[config.mk]
export PLATFORM = sky130hd
export DESIGN_NAME = answer_countdown
export DESIGN_NICKNAME = d
export VERILOG_FILES = /design/src/rtl/answer_pkg.sv /design/src/rtl/sec_tick_gen.sv /design/src/rtl/answer_countdown.sv
export SDC_FILE = /design/constraint.sdc
export NUM_CORES = 1
export LEC_CHECK = 0
export CORE_ASPECT_RATIO = 1.5
export CORE_MARGIN = 2
export CORE_UTILIZATION = 64
export CTS_CLUSTER_DIAMETER = 60
export DETAILED_ROUTE_END_ITERATION = 10
export GPL_ROUTABILITY_DRIVEN = 1
export PLACE_DENSITY_LB_ADDON = 0.12
export SLEW_MARGIN = 25
export SYNTH_ARGS = -nofsm -noshare
export SYNTH_HDL_FRONTEND = slang
export SYNTH_SLANG_ARGS = --single-unit
export TNS_END_PERCENT = 100
[constraint.sdc]
create_clock -name CLK -period 7 [get_ports CLK]
set_clock_uncertainty 0.05 [all_clocks]
set_input_delay 1.4 -clock CLK [delete_from_list [all_inputs] [get_ports CLK]]
set_output_delay 1.4 -clock CLK [all_outputs]
set_load 0.03 [all_outputs]
[src/rtl/answer_pkg.sv]
`default_nettype none
// ============================================================================
//  Module   : answer_pkg
//  Purpose  : Shared phase encoding and two-digit BCD helpers for the round
//             timer (answer_countdown and its prescaler).
//  Revision : 1.0 - initial release
// ============================================================================
package answer_pkg;

  // Phase encoding, also driven directly on the Phase output
  typedef logic [1:0] phase_t;
  localparam logic [1:0] c_PH_IDLE    = 2'd0;
  localparam logic [1:0] c_PH_GRAB    = 2'd1;
  localparam logic [1:0] c_PH_ANSWER  = 2'd2;
  localparam logic [1:0] c_PH_TIMEOUT = 2'd3;

  // Two BCD digits of remaining seconds
  typedef struct packed {
    logic [3:0] tens;
    logic [3:0] ones;
  } bcd2_t;

  localparam bcd2_t c_BCD_ZERO = '{tens: 4'd0, ones: 4'd0};
  localparam bcd2_t c_BCD_ONE  = '{tens: 4'd0, ones: 4'd1};

  // One-second decrement; 00 is left untouched
  function automatic bcd2_t bcd_dec(input bcd2_t v);
    bcd2_t r;
    r = v;
    if (v.ones != 4'd0) begin
      r.ones = v.ones - 4'd1;
    end else if (v.tens != 4'd0) begin
      r.ones = 4'd9;
      r.tens = v.tens - 4'd1;
    end
    return r;
  endfunction

  // Elaboration-time seconds to BCD conversion (0..99)
  function automatic bcd2_t sec_to_bcd(input int s);
    bcd2_t r;
    r.tens = 4'(s / 10);
    r.ones = 4'(s % 10);
    return r;
  endfunction

endpackage
`default_nettype wire

[src/rtl/sec_tick_gen.sv]
`default_nettype none
// ============================================================================
//  Module   : sec_tick_gen
//  Purpose  : One-second prescaler. Emits a single-cycle tick every TICK_DIV
//             clocks; 'clear' restarts the count so the first tick after a
//             clear arrives TICK_DIV cycles later.
//  Revision : 1.0 - initial release
// ============================================================================
module sec_tick_gen #(
  parameter int TICK_DIV = 50_000_000
) (
  input  logic CLK,
  input  logic RSTn,
  input  logic clear,
  output logic tick
);

  localparam int              c_W    = (TICK_DIV > 2) ? $clog2(TICK_DIV) : 1;
  localparam logic [c_W-1:0]  c_LAST = c_W'(TICK_DIV - 1);

  logic [c_W-1:0] r_cnt;

  // Free-running 0..TICK_DIV-1 counter, restarted by clear
  always_ff @(posedge CLK or negedge RSTn) begin
    if (!RSTn) begin
      r_cnt <= '0;
    end else if (clear || (r_cnt == c_LAST)) begin
      r_cnt <= '0;
    end else begin
      r_cnt <= r_cnt + 1'b1;
    end
  end

  assign tick = (r_cnt == c_LAST);

endmodule
`default_nettype wire

[src/rtl/answer_countdown.sv]
`default_nettype none
// ============================================================================
//  Module   : answer_countdown
//  Purpose  : Quiz round timer. Counts the grab window, switches to the answer
//             window once a player is selected, flags expiry back to the
//             selection stage and pulses the timeout buzzer.
//  Revision : 1.0 - initial release
// ============================================================================
module answer_countdown
  import answer_pkg::*;
#(
  parameter int TICK_DIV       = 50_000_000,
  parameter int GRAB_SECONDS   = 10,
  parameter int ANSWER_SECONDS = 30,
  parameter int BUZZ_CYCLES    = 25_000_000
) (
  input  logic       CLK,
  input  logic       RSTn,
  input  logic       Start,
  input  logic       Timer_Start,
  output logic       TimeOver_Block,
  output logic [3:0] Time_Tens,
  output logic [3:0] Time_Ones,
  output logic       Buzzer_Timeout,
  output logic [1:0] Phase
);

  localparam bcd2_t          c_GRAB_BCD   = sec_to_bcd(GRAB_SECONDS);
  localparam bcd2_t          c_ANSWER_BCD = sec_to_bcd(ANSWER_SECONDS);
  localparam int             c_BW         = (BUZZ_CYCLES > 1) ? $clog2(BUZZ_CYCLES + 1) : 1;
  localparam logic [c_BW-1:0] c_BUZZ_LAST = c_BW'(BUZZ_CYCLES - 1);

  phase_t          r_state;
  bcd2_t           r_bcd;
  logic            r_block;
  logic            r_buzz;
  logic [c_BW-1:0] r_buzz_cnt;

  phase_t w_state_nxt;
  bcd2_t  w_bcd_nxt;
  logic   w_block_nxt;
  logic   w_tick;
  logic   w_clear;
  logic   w_enter_timeout;

  // Prescaler restarts whenever a state is (re)entered, so every window
  // begins with a full second
  assign w_clear = Start || (w_state_nxt != r_state);

  sec_tick_gen #(
    .TICK_DIV (TICK_DIV)
  ) u_tick (
    .CLK   (CLK),
    .RSTn  (RSTn),
    .clear (w_clear),
    .tick  (w_tick)
  );

  // Next-state, display and block decision; Start overrides everything
  always_comb begin
    w_state_nxt = r_state;
    w_bcd_nxt   = r_bcd;
    w_block_nxt = r_block;
    if (Start) begin
      w_state_nxt = c_PH_IDLE;
      w_bcd_nxt   = c_BCD_ZERO;
      w_block_nxt = 1'b0;
    end else begin
      case (r_state)
        c_PH_IDLE: begin
          w_state_nxt = c_PH_GRAB;
          w_bcd_nxt   = c_GRAB_BCD;
          w_block_nxt = 1'b0;
        end
        c_PH_GRAB: begin
          // Selection wins over a coincident tick, even at the last second
          if (Timer_Start) begin
            w_state_nxt = c_PH_ANSWER;
            w_bcd_nxt   = c_ANSWER_BCD;
          end else if (w_tick) begin
            if (r_bcd == c_BCD_ONE) begin
              w_state_nxt = c_PH_TIMEOUT;
              w_bcd_nxt   = c_BCD_ZERO;
              w_block_nxt = 1'b1;
            end else begin
              w_bcd_nxt = bcd_dec(r_bcd);
            end
          end
        end
        c_PH_ANSWER: begin
          if (w_tick) begin
            if (r_bcd == c_BCD_ONE) begin
              w_state_nxt = c_PH_TIMEOUT;
              w_bcd_nxt   = c_BCD_ZERO;
              w_block_nxt = 1'b1;
            end else begin
              w_bcd_nxt = bcd_dec(r_bcd);
            end
          end
        end
        default: begin
          w_bcd_nxt   = c_BCD_ZERO;
          w_block_nxt = 1'b1;
        end
      endcase
    end
  end

  assign w_enter_timeout = (w_state_nxt == c_PH_TIMEOUT) && (r_state != c_PH_TIMEOUT);

  // Registered state, display and block flag
  always_ff @(posedge CLK or negedge RSTn) begin
    if (!RSTn) begin
      r_state <= c_PH_IDLE;
      r_bcd   <= c_BCD_ZERO;
      r_block <= 1'b0;
    end else begin
      r_state <= w_state_nxt;
      r_bcd   <= w_bcd_nxt;
      r_block <= w_block_nxt;
    end
  end

  // Buzzer pulse: high from the TIMEOUT entry edge for BUZZ_CYCLES cycles
  always_ff @(posedge CLK or negedge RSTn) begin
    if (!RSTn) begin
      r_buzz     <= 1'b0;
      r_buzz_cnt <= '0;
    end else if (Start) begin
      r_buzz     <= 1'b0;
      r_buzz_cnt <= '0;
    end else if (w_enter_timeout) begin
      r_buzz     <= 1'b1;
      r_buzz_cnt <= c_BUZZ_LAST;
    end else if (r_state == c_PH_TIMEOUT) begin
      if (r_buzz_cnt != '0) begin
        r_buzz_cnt <= r_buzz_cnt - 1'b1;
      end else begin
        r_buzz <= 1'b0;
      end
    end else begin
      r_buzz     <= 1'b0;
      r_buzz_cnt <= '0;
    end
  end

  assign Phase          = r_state;
  assign Time_Tens      = r_bcd.tens;
  assign Time_Ones      = r_bcd.ones;
  assign TimeOver_Block = r_block;
  assign Buzzer_Timeout = r_buzz;

endmodule
`default_nettype wire

==> summary.md, run 1 <==
| Metric | Value |
|---|---|
| Cell Chain, Critical Path | clkdlybuf4s50_1 -> a2111oi_0 -> nand4_1 -> a31oi_1 |
| Cell count after placement | 466 |
| Core footprint | 0.00549 mm2 |
| CTS root buffer | clkbuf_8 |
| Fmax | 283 MHz |
| Hold buffer count at CTS | 0 |
| Crit end category | register |
| Synth Flop Type | dfrtp_1 |
| Sum Neg Setup Slack | 0 ns |
| IO Count | 16 |
| Critical path fanouts, max | 18 |
| Final setup viols | 0 |
| Post-synth EDFFs | 0 |
| Area of the mapped netlist | 0.00363 mm2 |
| Post-Synthesis Cells | 396 |
| Yosys warning total | 0 |
| Critical path startpoint category | primary input |
| Final slew viol count | 0 |
| FF+latch count, synth | 63 |
| Clk sinks | 63 |
| Util after Layout | 73.2% |
| Worst-path clk slew | 0.07 ns |
| Worst setup margin | 3.46 ns |
| Avg Inst Size Synth | 9.18 um2 |
| Nets | 423 |
| # Post-CTS Setup Buffers | 0 |
| Sequential area share after synthesis | 43.4% |
| Post-synth ARST share | 100% |
| Antenna violations before repair | 0 |
| Skew-Pair Late Insertion Delay | 0.34 ns |
| Area grow syn2layout | 10.6% |
| Critical Path RT | 7.20 ns |
| Clk buf depth | 2 |
| Layout cells sized above 1 | 6.31% |
| CTS Buf Count | 9 |
| Status | completed |
| DR WL/cell | 15.8 um |
| Yosys cell types | 51 |
| Effective utilization at floorplan | 66.2% |
| Pin count of the biggest net entering global routing | 64 |
| First-pass GRT wire length | 12800 um |
| Die W | 65.5 um |
| Port bufs | 15 |
| Final Non-Filler Cells | 482 |
| Max-capacitance violation count | 0 |
| Die height | 96.3 um |
| Slowest cell on crit path | nand4_1 |
| Initial drt markers | 156 |
| Routed WL | 7610 um |
| GRT Overall Usage | 26.7% |
| Worst Tran Pin Value | 0.803 ns |
| Via Count | 2929 |
| CTS tree | yes |
| Vias in the first global route | 2983 |
| DRC violations left | 0 |
| Mapped Nets | 412 |
| Post-CTS Resized | 0 |
| # rows | 33 |
| Placer Congestion | 0.931 |
| Final hold vios | 0 |
| Maximum vdd drop | 0.142 mV |
| # diodes | 0 |
| Fin Hold WS | 0.433 ns |
| Drt pass-1 iters | 4 |
| Minimum clock period | 3.54 ns |
| Crit Path Class | primary input to register |
| Vias per cell | 6.08 |
| Static leakage | 1.69 nW |
| Die area | 0.00631 mm2 |
| Arrival time at the worst endpoint | 3.73 ns |
| Grt total ovfl | 0 |
| Fin crit share | 50.5% |
| Hpwl dp | 5220 um |
| Power per cell area | 231 mW/mm2 |
| RSZ-0062 raised after global routing | no |
| H-tree Lvls | 3 |
| DP Worst Slack | 3.17 ns |
| Antenna Nets Post-Route | 0 |
| Worst slew margin | 46.5% |
| Hold Path Class | register to register |
| Slowest cell delay on critical path | 0.72 ns |
-- through the flow --
| step | instance area (um2) | total power [mW] |
|---|---|---|
| 2_1_floorplan | 3630 | 0.539 |
| 3_3_place_gp | 3790 | 0.578 |
| 3_5_place_dp | 3790 | 0.581 |
| 4_1_cts | 4010 | 0.934 |
| 5_1_grt | 4020 | 0.971 |
| 6_report | 4020 | 0.927 |
-- worst max-delay path, delay by kind of cell --
| kind | cells | cell delay, ns |
|---|---|---|
| AOI/OAI and AO/OA | 2 | 0.97 |
| buffers and inverters | 1 | 0.64 |
| and+or+nand+nor | 1 | 0.72 |
-- power breakdown --
group          internal [mW]  leakage [nW]  switching (mW)
Sequential             0.373         0.874          0.0105
Combinational         0.0761         0.705           0.117
Clock                  0.209         0.116           0.142
-- sequential cells by signal (all words and copies together) (netlist names) --
register and count:
Time_Tens 4, u_tick.r_cnt 26, Phase 2, TimeOver_Block 1, Time_Ones 4, r_buzz_cnt 25, Buzzer_Timeout 1
-- cell usage after synthesis (all sizes together) (4+ instances only) --
cell type | number | share of area [%]
a31oi | 4 | 0.69
or4 | 7 | 1.4
nor4 | 10 | 1.7
o211ai | 17 | 3.5
dfrtp | 63 | 43
o31ai | 6 | 1.2
nand3 | 19 | 2.6
nor3 | 18 | 2.5
nor2 | 57 | 5.9
nor3b | 7 | 1.4
inv | 20 | 2.1
and4 | 4 | 0.96
a21oi | 15 | 2.1
xnor2 | 29 | 7.0
buf | 6 | 0.83
nand2 | 19 | 2.0
nand4 | 10 | 1.7
o21ai | 10 | 1.4
ha | 12 | 4.1
clkbuf | 8 | 0.83
xor2 | 13 | 3.1
-- final timing paths --
kind	start	endpoint	slack, ns	cells after the start
worst min register to register	u_tick.r_cnt[0]$_DFF_PN0_	u_tick.r_cnt[0]$_DFF_PN0_	0.43	1
min in group asynchronous	RSTn	r_buzz_cnt[3]$_DFFE_PN0P_	1.16	2
max in group asynchronous	RSTn	Time_Ones[1]$_DFF_PN0_	5.21	2
worst max register to register	r_buzz_cnt[7]$_DFFE_PN0P_	r_buzz_cnt[19]$_DFFE_PN0P_	4.01	5
worst max-delay path	Start	r_buzz_cnt[2]$_DFFE_PN0P_	3.46	4
worst min-delay path	u_tick.r_cnt[0]$_DFF_PN0_	u_tick.r_cnt[0]$_DFF_PN0_	0.43	1
-- kinds of logic after synthesis --
logic type	Yosys count	share of synthesized area [%]
AOI/OAI and AO/OA	67	12.4
buffers and inverters	36	4.34
xor gates and xnor gates	42	10.1
DFF	63	43.4
muxes	2	0.551
adders and majority gates	12	4.13
and+or+nand+nor	174	25.0
-- metal layers --
metal	global-route usage [%]	share of wire, %	vias up	wire (um)
met5	0	0	-	0
met4	13.4	2.0	0	153
met3	6.20	2.9	15	223
met2	48.0	53	51	4060
met1	29.1	42	1429	3170
li1	-	-	1434	-
-- cell usage in the layout, fill, tap and decap left out, types with 12 or more instances in the layout --
| master | synthesis | final |
|---|---|---|
| dfrtp_1 | 63 | 63 |
| xnor2_1 | 29 | 29 |
| ha_1 | 12 | 12 |
| a21oi_1 | 15 | 15 |
| clkdlybuf4s50_1 | 0 | 14 |
| o211ai_1 | 17 | 17 |
| nand3_1 | 19 | 19 |
| nor2_1 | 57 | 57 |
| nor3_1 | 18 | 18 |
| xor2_1 | 13 | 13 |
| inv_1 | 20 | 20 |
| nand2_1 | 19 | 19 |
-- cell type report --
type                       count  area, um2
clock buffer                  10        138
timing repair buffer          16        153
fill                         439       1470
clock inverter                 6       83.8
sequential                    63       1580
inverter                      20       75.1
multi-input combinational    297       1900
tap                           70       87.6
No activity file was read; power rests on OpenSTA's default activity.
==> run 2, diff against run 1 <==
Settings changed: CORE_UTILIZATION 64 to 61.
Clock period 7 ns to 3.6 ns, I/O delays scaled along.
==> run 2 against run 1 <==
Net effect: critical endpoint is now r_buzz_cnt[4]$_DFFE_PN0P_; cell area is 1.0% higher; largest cell class unchanged; sequential power is 95% higher; non-clock buffer count is 7 higher; core utilization is 3.0 points lower; routed wire length is 2.9% higher; combinational power is 100% higher; die area is 4.7% higher; register-to-register slack worse by 3.1 ns; sequential cell count stayed put; critical path depth is 2 higher.
==> summary.md, run 2 (synthesized netlist as in run 1, its figures left out) <==
| Metric | Value |
|---|---|
| Crit Path Class | register to register (was primary input to register) |
| Port bufs | 15 (unchanged) |
| Crit end category | register (unchanged) |
| Final std cell area, no fill | 0.00406 mm2 (was 0.00402 mm2) |
| Top Family by Delay on Critical Path | compound AO/OA/AOI/OAI gates (unchanged) |
| Fin crit share | 75.7% |
| Final setup viols | 0 (unchanged) |
| Clk sinks | 63 (unchanged) |
| Placer Congestion | 0.951 (was 0.931) |
| Die area | 0.00660 mm2 (was 0.00631 mm2) |
| Core footprint | 0.00579 mm2 (was 0.00549 mm2) |
| Final slew viol count | 0 (unchanged) |
| Nets | 430 (was 423) |
| Hpwl dp | 5520 um (was 5220 um) |
| Sequential Area | 0.00158 mm2 (unchanged) |
| Max-capacitance violation count | 0 (unchanged) |
| Skew-Pair Late Insertion Delay | 0.34 ns (about the same) |
| Critical path startpoint category | register (was primary input) |
| Antenna violations before repair | 0 (unchanged) |
| Static leakage | 1.71 nW (was 1.69 nW) |
| Area grow syn2layout | 11.7% (was 10.6%) |
| GRT Overall Usage | 26.9% (was 26.7%) |
| # diodes | 0 (unchanged) |
| # rows | 34 (was 33) |
| Hold buffer count at CTS | 0 (unchanged) |
| Critical path fanouts, max | 18 (unchanged) |
| Max FFs per register | 26 (unchanged) |
| Filler Cell Count | 474 (was 439) |
| Arrival time at the worst endpoint | 2.92 ns (was 3.73 ns) |
| Post-CTS Resized | 0 (unchanged) |
| Die height | 98.5 um (was 96.3 um) |
| Maximum vdd drop | 0.274 mV (was 0.142 mV) |
| Initial drt markers | 222 (was 156) |
| Vias per cell | 5.98 (was 6.08) |
| Clk buf depth | 2 (unchanged) |
| Worst-path clk slew | 0.07 ns (about the same) |
| H-tree Lvls | 3 (unchanged) |
| Biggest regs | u_tick.r_cnt: 26 flops, r_buzz_cnt: 25 flops (unchanged) |
| Hold Path Class | primary input to async pin (was register to register) |
| Layout cells sized above 1 | 7.40% (was 6.31%) |
| Status | completed (unchanged) |
| Fmax | 367 MHz |
| IO Count | 16 (unchanged) |
| Grt total ovfl | 0 (unchanged) |
| Vias in the first global route | 2924 (was 2983) |
| Worst slew margin | 45.0% (was 46.5%) |
| Die W | 67.0 um (was 65.5 um) |
| # Post-CTS Setup Buffers | 0 (unchanged) |
| DR WL/cell | 15.9 um (was 15.8 um) |
| Effective utilization at floorplan | 62.8% (was 66.2%) |
| CTS tree | yes (unchanged) |
| Pin count of the biggest net entering global routing | 31 (was 64) |
| Sum Neg Setup Slack | 0 ns (unchanged) |
| CTS Buf Count | 9 (unchanged) |
| CTS root buffer | clkbuf_8 (unchanged) |
| Util after Layout | 70.2% (was 73.2%) |
| First-pass GRT wire length | 13600 um (was 12800 um) |
| DRC violations left | 0 (unchanged) |
| Post-Place Cell Area | 0.00385 mm2 (was 0.00379 mm2) |
| Via Count | 2938 (was 2929) |
| Slowest cell on crit path | nand3b_1 (was nand4_1) |
| Critical Path RT | 3.79 ns (was 7.20 ns) |
| Power per cell area | 442 mW/mm2 (was 231 mW/mm2) |
| Worst Tran Pin Value | 0.817 ns (was 0.803 ns) |
| Cell count after placement | 475 (was 466) |
| Multi-input combinational cell area | 0.00190 mm2 (about the same) |
| Antenna Nets Post-Route | 0 (unchanged) |
| Final hold vios | 0 (unchanged) |
| Drt pass-1 iters | 4 (unchanged) |
| Worst Path Buf+Inv | 1 (unchanged) |
| Routed WL | 7820 um (was 7610 um) |
| Most common cell after layout, fill and taps aside | dfrtp_1 (unchanged) |
| Final Non-Filler Cells | 491 (was 482) |
| Cell Chain, Critical Path | inv_1 -> ha_1 -> nor2_1 -> a2111oi_0 -> nand3b_1 -> o211ai_1 (was clkdlybuf4s50_1 -> a2111oi_0 -> nand4_1 -> a31oi_1) |
| Slowest cell delay on critical path | 0.65 ns (was 0.72 ns) |
| Minimum clock period | 2.73 ns |
| Commonest non-fill, non-tap cells in the layout | dfrtp_1 (63), nor2_1 (57), xnor2_1 (29) (unchanged) |
| RSZ-0062 raised after global routing | no (unchanged) |
| Largest reg by FF count | u_tick.r_cnt (unchanged) |
run 2: through the flow:
step           hold WS, ns  total power [mW]  setup slack, ns
4_1_cts              0.205              1.81            0.861
6_report             0.211              1.79            0.874
3_5_place_dp         0.428              1.14            0.616
3_3_place_gp         0.409              1.14            0.845
2_1_floorplan        0.374              1.05             1.30
5_1_grt              0.210              1.89            0.455
run 2: path summary, 6_finish.rpt:
check                                          start                    endpoint  slack (ns)  cells after the start
max in group asynchronous                       RSTn  u_tick.r_cnt[19]$_DFF_PN0_        2.60                      2
max                               Phase[0]$_DFF_PN0_   r_buzz_cnt[4]$_DFFE_PN0P_        0.87                      6
min reg2reg                u_tick.r_cnt[0]$_DFF_PN0_   u_tick.r_cnt[0]$_DFF_PN0_        0.44                      1
min                                             RSTn   r_buzz_cnt[7]$_DFFE_PN0P_        0.21                      1
max reg2reg                       Phase[0]$_DFF_PN0_   r_buzz_cnt[4]$_DFFE_PN0P_        0.87                      6
min in group CLK           u_tick.r_cnt[0]$_DFF_PN0_   u_tick.r_cnt[0]$_DFF_PN0_        0.44                      1
run 2: per-layer routing:
| layer | wire length [um] | global-route usage [%] |
|---|---|---|
| met3 | 200 | 6.16 |
| met1 | 3250 | 32.6 |
| met5 | 0 | 0 |
| met2 | 4250 | 45.5 |
| met4 | 125 | 10.2 |
run 2: power breakdown:
group / leakage (nW) / switching (mW) / internal, mW
Combinational: 0.735 / 0.229 / 0.159
Clock: 0.102 / 0.274 / 0.387
Sequential: 0.874 / 0.0201 / 0.725
run 2: area by class of cell:
type / count / share of cell area [%]
Inverter: 20 / 1.85
Clock buffer: 10 / 3.14
Tap cell: 72 / 2.22
Multi-Input combinational cell: 297 / 46.8
Clock inverter: 6 / 2.10
Sequential cell: 63 / 38.8
Timing Repair Buffer: 23 / 5.06
run 2: worst register-to-register path: cells and delay by family, from the launching register on:
kind                       cells  cell delay [ns]
DFF                            1             0.45
buffers and inverters          1             0.18
AOI/OAI and AO/OA              2             0.93
adders and majority gates      1             0.28
and+or+nand+nor                2             0.74
